[src/rtl/iq_lockin_decimator.sv]
// Multi-channel square-wave I/Q lock-in demodulator with integrate-and-dump and a valid/ready word serialiser.
// Optional `IQ_ROUND_EN: round half up before the output shift (default build truncates).
module iq_lockin_decimator #(
  parameter int N_CH    = 2,
  parameter int DATA_W  = 14,
  parameter int PHASE_W = 32,
  parameter int DECIM   = 1024,
  parameter int ACC_W   = 26,
  parameter int SHIFT   = 10,
  parameter int OUT_W   = 14
) (
  input  logic                      CLK,
  input  logic                      reset_n,
  input  logic signed [DATA_W-1:0]  sample_in,
  input  logic                      sample_valid,
  input  logic [N_CH*PHASE_W-1:0]   phase_inc,
  input  logic                      sync_clear,
  output logic signed [OUT_W-1:0]   out_data,
  output logic [2:0]                out_ch,
  output logic                      out_q,
  output logic                      out_valid,
  input  logic                      out_ready,
  output logic                      frame_done,
  output logic                      overrun
);

  localparam int N_WORDS = 2 * N_CH;
  localparam int CNT_W   = $clog2(DECIM);
  localparam int IDX_W   = $clog2(N_WORDS);

  localparam logic signed [ACC_W:0] SAT_HI = (ACC_W+1)'((64'd1 << (OUT_W-1)) - 64'd1);
  localparam logic signed [ACC_W:0] SAT_LO = ~SAT_HI;
`ifdef IQ_ROUND_EN
  localparam logic signed [ACC_W:0] RND =
    (SHIFT > 0) ? (ACC_W+1)'(64'd1 << ((SHIFT > 0) ? SHIFT-1 : 0)) : '0;
`endif

  typedef enum logic {IDLE, SEND} state_t;

  state_t             state_q, state_d;
  logic [IDX_W-1:0]   idx_q, idx_d;
  logic [CNT_W-1:0]   cnt_q, cnt_d;
  logic               overrun_q, overrun_d;
  logic               frame_done_q;

  logic               step, dump, last_xfer, accept;
  logic signed [ACC_W-1:0] sample_ext;
  logic signed [OUT_W-1:0] shadow_w [N_WORDS];

  function automatic logic signed [OUT_W-1:0] scale(input logic signed [ACC_W-1:0] a);
    logic signed [ACC_W:0] r;
    logic signed [ACC_W:0] v;
    r = {a[ACC_W-1], a};
`ifdef IQ_ROUND_EN
    r = r + RND;
`endif
    v = r >>> SHIFT;
    if (v > SAT_HI)      return SAT_HI[OUT_W-1:0];
    else if (v < SAT_LO) return SAT_LO[OUT_W-1:0];
    else                 return v[OUT_W-1:0];
  endfunction

  // sync_clear discards a coincident sample, so it also suppresses that cycle's dump.
  assign step       = sample_valid && !sync_clear;
  assign dump       = step && (cnt_q == CNT_W'(DECIM-1));
  assign last_xfer  = (state_q == SEND) && out_ready && (idx_q == IDX_W'(N_WORDS-1));
  assign accept     = dump && ((state_q == IDLE) || last_xfer);
  assign sample_ext = {{(ACC_W-DATA_W){sample_in[DATA_W-1]}}, sample_in};

  generate
    for (genvar gi = 0; gi < N_CH; gi++) begin : g_ch
      logic [PHASE_W-1:0]      phase_q, phase_d;
      logic signed [ACC_W-1:0] acc_i_q, acc_i_d, acc_q_q, acc_q_d;
      logic signed [ACC_W-1:0] sum_i, sum_q;
      logic signed [OUT_W-1:0] shadow_i_q, shadow_q_q;
      logic                    q_neg;

      // MSB of (phase + quarter turn): the carry out of bit PHASE_W-2 flips the MSB.
      assign q_neg = phase_q[PHASE_W-1] ^ phase_q[PHASE_W-2];
      assign sum_i = acc_i_q + (phase_q[PHASE_W-1] ? -sample_ext : sample_ext);
      assign sum_q = acc_q_q + (q_neg ? -sample_ext : sample_ext);

      always_comb begin
        phase_d = phase_q;
        acc_i_d = acc_i_q;
        acc_q_d = acc_q_q;
        if (sync_clear) begin
          phase_d = '0;
          acc_i_d = '0;
          acc_q_d = '0;
        end else if (sample_valid) begin
          phase_d = phase_q + phase_inc[gi*PHASE_W +: PHASE_W];
          acc_i_d = dump ? '0 : sum_i;
          acc_q_d = dump ? '0 : sum_q;
        end
      end

      always_ff @(posedge CLK or negedge reset_n) begin
        if (!reset_n) begin
          phase_q    <= '0;
          acc_i_q    <= '0;
          acc_q_q    <= '0;
          shadow_i_q <= '0;
          shadow_q_q <= '0;
        end else begin
          phase_q <= phase_d;
          acc_i_q <= acc_i_d;
          acc_q_q <= acc_q_d;
          if (accept) begin
            shadow_i_q <= scale(sum_i);
            shadow_q_q <= scale(sum_q);
          end
        end
      end

      assign shadow_w[2*gi]   = shadow_i_q;
      assign shadow_w[2*gi+1] = shadow_q_q;
    end
  endgenerate

  always_comb begin
    state_d = state_q;
    idx_d   = idx_q;
    case (state_q)
      IDLE: begin
        if (accept) begin
          state_d = SEND;
          idx_d   = '0;
        end
      end
      SEND: begin
        if (out_ready) begin
          if (idx_q == IDX_W'(N_WORDS-1)) begin
            idx_d   = '0;
            state_d = accept ? SEND : IDLE;
          end else begin
            idx_d = idx_q + IDX_W'(1);
          end
        end
      end
      default: state_d = IDLE;
    endcase
  end

  always_comb begin
    cnt_d = cnt_q;
    if (sync_clear)        cnt_d = '0;
    else if (sample_valid) cnt_d = dump ? '0 : cnt_q + CNT_W'(1);
    overrun_d = overrun_q;
    if (sync_clear)               overrun_d = 1'b0;
    else if (dump && !accept)     overrun_d = 1'b1;
  end

  always_ff @(posedge CLK or negedge reset_n) begin
    if (!reset_n) begin
      state_q      <= IDLE;
      idx_q        <= '0;
      cnt_q        <= '0;
      overrun_q    <= 1'b0;
      frame_done_q <= 1'b0;
    end else begin
      state_q      <= state_d;
      idx_q        <= idx_d;
      cnt_q        <= cnt_d;
      overrun_q    <= overrun_d;
      frame_done_q <= accept;
    end
  end

  assign out_valid  = (state_q == SEND);
  assign out_data   = out_valid ? shadow_w[idx_q] : '0;
  assign out_ch     = out_valid ? 3'(idx_q >> 1) : 3'd0;
  assign out_q      = out_valid & idx_q[0];
  assign frame_done = frame_done_q;
  assign overrun    = overrun_q;

endmodule

[config.mk]
export PLATFORM = sky130hd
export DESIGN_NAME = iq_lockin_decimator
export DESIGN_NICKNAME = d
export VERILOG_FILES = /design/src/rtl/iq_lockin_decimator.sv
export SDC_FILE = /design/constraint.sdc
export NUM_CORES = 1
export LEC_CHECK = 0
export ABC_AREA = 1
export BUFFER_PORTS_ARGS = -buffer_cell sky130_fd_sc_hd__buf_2
export CAP_MARGIN = 20
export CORE_MARGIN = 2
export CORE_UTILIZATION = 45
export CTS_BUF_LIST = sky130_fd_sc_hd__clkbuf_4 sky130_fd_sc_hd__clkbuf_8 sky130_fd_sc_hd__clkbuf_16
export CTS_CLUSTER_SIZE = 28
export DETAILED_ROUTE_END_ITERATION = 8
export PLACE_DENSITY = 0.72
export SYNTH_ARGS = -nofsm -noshare
export SYNTH_HDL_FRONTEND = slang
export SYNTH_SLANG_ARGS = --single-unit
[constraint.sdc]
create_clock -name CLK -period 5.8 [get_ports CLK]
set_clock_uncertainty 0.05 [all_clocks]
set_input_delay 1.16 -clock CLK [delete_from_list [all_inputs] [get_ports CLK]]
set_output_delay 1.16 -clock CLK [all_outputs]
set_load 0.05 [all_outputs]
==> impl_metrics.csv <==
group,metric,value,unit
run_status,status,"finished, final reports clean",
placement,dp_hpwl,47900,µm
logic_synthesis,yosysTopAreaCell,"dfrtp_1",
detailed_routing,drc_errors,0,
setup_path,worstPathCellList,"buf_2 > inv_1 > ha_1 > nand2_1 > or3_1 > nor2_1 > nand2_1 > nor2_2 > xor2_1 > nand2_1 > o21ai_0 > ha_1 > nand2_1 > inv_1 > a21oi_1 > nand3_1 > nand2_1 > nand3_1 > nand2_1 > nand2_2 > a21oi_2 > buf_4 > a21oi_1",
placement,place.gp.congestion,0.986,
cts,post_cts_resized,0,
placement,place_ws,0.634,ns
setup_path,end_kind,"flip-flop",
layout,final_cell_mix,"nand2_1 (1010), nor2_1 (356), inv_1 (343), a21oi_1 (254), dfrtp_1 (239)",
detailed_routing,vias_per_cell,5.38,
setup_path,cp_slowest_cell,"xor2_1",
cts,htreeDepth,1,
cts,cts_setup_buffers,0,
logic_synthesis,synth_cell_types,52,
logic_synthesis,synthArstFlopShare,100,%
sta,fin_crit_sh,80.9,%
sta,slew_headroom,37.0,%
logic_synthesis,synth_area_per_cell,6.58,µm²
sta,finalSetupTns,0,ns
setup_path,path_class,"input port to flip-flop",
setup_path,max_stage_delay,0.55,ns
cts,cts.sinks,239,
logic_synthesis,ys.flop_type,"dfrtp_1",
power,pwr-share-comb,55.1,%
sta,fmax,213,MHz
floorplan,die_y,221,µm
floorplan,die_w,221,µm
sta,slew_viol_final,0,
global_route,grt_pass1_wl,104000,µm
logic_synthesis,syn-cell-area,0.0212,mm²
cts,cts-hold-fix-buffers,0,
global_route,grtUsageTotal,25.5,%
power,internal-power,4.77,mW
sta,rsz0062_at_grt,"no",
logic_synthesis,ys_ff_latch,239,
power,p_leak,12.3,nW
cts,path_clk_slew,0.06,ns
detailed_routing,wl,63200,µm
logic_synthesis,ys_top_cells_by_area,"dfrtp_1 (28%), nand2_1 (18%), ha_1 (10%)",
logic_synthesis,yosysWarnings,0,
sta,finalSetupViolCount,0,
logic_synthesis,yosysTopAreaCellShare,28.2,%
sta,worstMarginPinSlew,0.941,ns
floorplan,num_rows,79,
sta,holdWs,0.432,ns
sta,min_period,4.69,ns
logic_synthesis,synth_edf_count,0,
detailed_routing,drtIter0Drc,1678,
cts,root_buffer,"clkbuf_16",
global_route,gr-total-overflow,0,
setup_path,crit_family,"simple AND/OR/NAND/NOR gates",
floorplan,die-area,0.0488,mm²
power,p_per_area,393,mW/mm²
floorplan,core_area,0.0466,mm²
setup_path,crit_top_cell,"nand2_1",
layout,drive_above_1_share,7.84,%
detailed_routing,wl_per_cell,16.1,µm
detailed_routing,num_vias,21100,
setup_path,path_max_fanout,13,
sta,setup_ws,1.11,ns
layout,fin_nets,3554,
layout,layout_commonest_cell,"nand2_1",
job,max_cap_viol_count,0,
layout,area_growth_syn_to_layout,9.87,%
power,power_frac_seq,23.4,%
detailed_routing,first_pass_iters,8,
global_route,grt_max_degree,101,
layout,fillerInstances,4656,
power,peakVddDrop,255,µV
setup_path,cp_num_buf_inv,4,
cts,clk_latency,0.59,ns
cts,cts_tree,"done",
cts,cts_buffers,30,
power,switching_power,4.38,mW
power,switching_share,47.9,%
floorplan,start_util,45.5,%
placement,port_buffers,101,
logic_synthesis,seq_area_frac_synth,28.2,%
logic_synthesis,synthCells,3221,
floorplan,ios,104,
sta,hold_violations,0,
global_route,grt_pass1_vias,19800,
power,p_clk_share,21.6,%
setup_path,cp.required,6.22,ns
hold_path,hold_class,"flip-flop to flip-flop",
detailed_routing,ant_nets,0,
setup_path,startpoint_type,"input port",
global_route,antenna_found_initial,4,
setup_path,critPathArrivalTime,5.11,ns
cts,cts_max_path_buffers,3,
[cell type report]
type                            count  area (µm²)  area share, %
Inverter                          351        1320           5.66
Clock inverter                     12         154          0.661
Timing Repair Buffer              121         691           2.97
Tap cell                          607         759           3.26
Multi-Input combinational cell   2549       13500           57.9
Sequential cell                   239        5980           25.7
Antenna cell                        4        10.0         0.0430
Clock buffer                       44         887           3.81
[logic make-up (layout without fill, tap and decap cells)]
group,Yosys count,after routing,share of synthesized area [%]
AO/OA/AOI/OAI,662,662,18.2
AND/OR/NAND/NOR,1630,1630,31.3
adder cells (fa/ha/maj),179,179,10.8
buffers and inverters,434,528,8.29
flip-flops,239,239,28.2
other,1,6,0.0177
XOR/XNOR,76,76,3.18
[final timing paths]
check | start | end | slack, ns | depth (start not counted)
setup / recovery | sample_in[0] | g_ch[1].shadow_i_q[1] | 1.11 | 23
hold / removal | g_ch[1].phase_q[15] | g_ch[1].phase_q[15] | 0.43 | 2
setup reg to reg | g_ch[0].phase_q[31] | g_ch[0].shadow_q_q[1] | 1.95 | 18
hold reg to reg | g_ch[1].phase_q[15] | g_ch[1].phase_q[15] | 0.43 | 2
max in group asynchronous | reset_n | g_ch[0].shadow_q_q[7] | 4.11 | 2
min in group asynchronous | reset_n | g_ch[0].phase_q[7] | 0.52 | 1
[registers in the layout, indices dropped and copies added, names as in the netlist]
register and flops:
out_valid 1, g_ch.acc_i_q 52, overrun 1, g_ch.shadow_i_q 28, frame_done 1, idx_q 2
g_ch.acc_q_q 52, g_ch.shadow_q_q 28, g_ch.phase_q 64, cnt_q 10
[worst register-to-register path: cells and delay by family, from the launching register on]
family / cells / cell delay [ns]
XOR/XNOR: 1 / 0.68
buffers and inverters: 4 / 0.79
AO/OA/AOI/OAI: 1 / 0.11
flip-flops: 1 / 0.41
AND/OR/NAND/NOR: 11 / 1.36
adder cells (fa/ha/maj): 1 / 0.36
[routing by layer]
metal | track usage, % | vias up | part of all wire, %
met5 | 0 | - | 0.021
met4 | 7.82 | 2 | 2.9
met3 | 2.64 | 104 | 5.2
met2 | 40.7 | 546 | 44
met1 | 36.5 | 9766 | 47
li1 | - | 10700 | -
[synth_stat cells (all sizes together), types with 12 or more instances]
library cell,number
nand2,1028
nor2,363
inv,350
a21oi,285
dfrtp,239
o21ai,224
ha,173
nand3,148
a22o,44
clkbuf,42
buf,41
xor2,41
nand4,36
xnor2,35
o21bai,32
nor3,30
or2,13
a21boi,12
a31oi,12
[per-stage QoR]
step / utilization [%] / power (mW) / area (µm²) / cells
finish: 50.0 / 9.15 / 23300 / 3927
global route: 50.0 / 9.93 / 23300 / 3925
CTS: 50.0 / 9.13 / 23300 / 3923
detailed placement: 47.7 / 7.11 / 22200 / 3867
global placement: 47.7 / 7.07 / 22200 / 3867
floorplan: - / 5.86 / 21200 / 3222
[power by group through the flow]
stage | Sequential [mW] | Clock [mW] | Combinational, mW
after global placement | 2.15 | 0 | 4.92
after detailed placement | 2.15 | 0 | 4.95
after CTS | 2.13 | 2.02 | 4.98
after floorplan | 2.11 | 0 | 3.76
after global routing | 2.17 | 2.08 | 5.68
final | 2.14 | 1.98 | 5.04
Note: power is estimated with default switching activity, not from simulation.
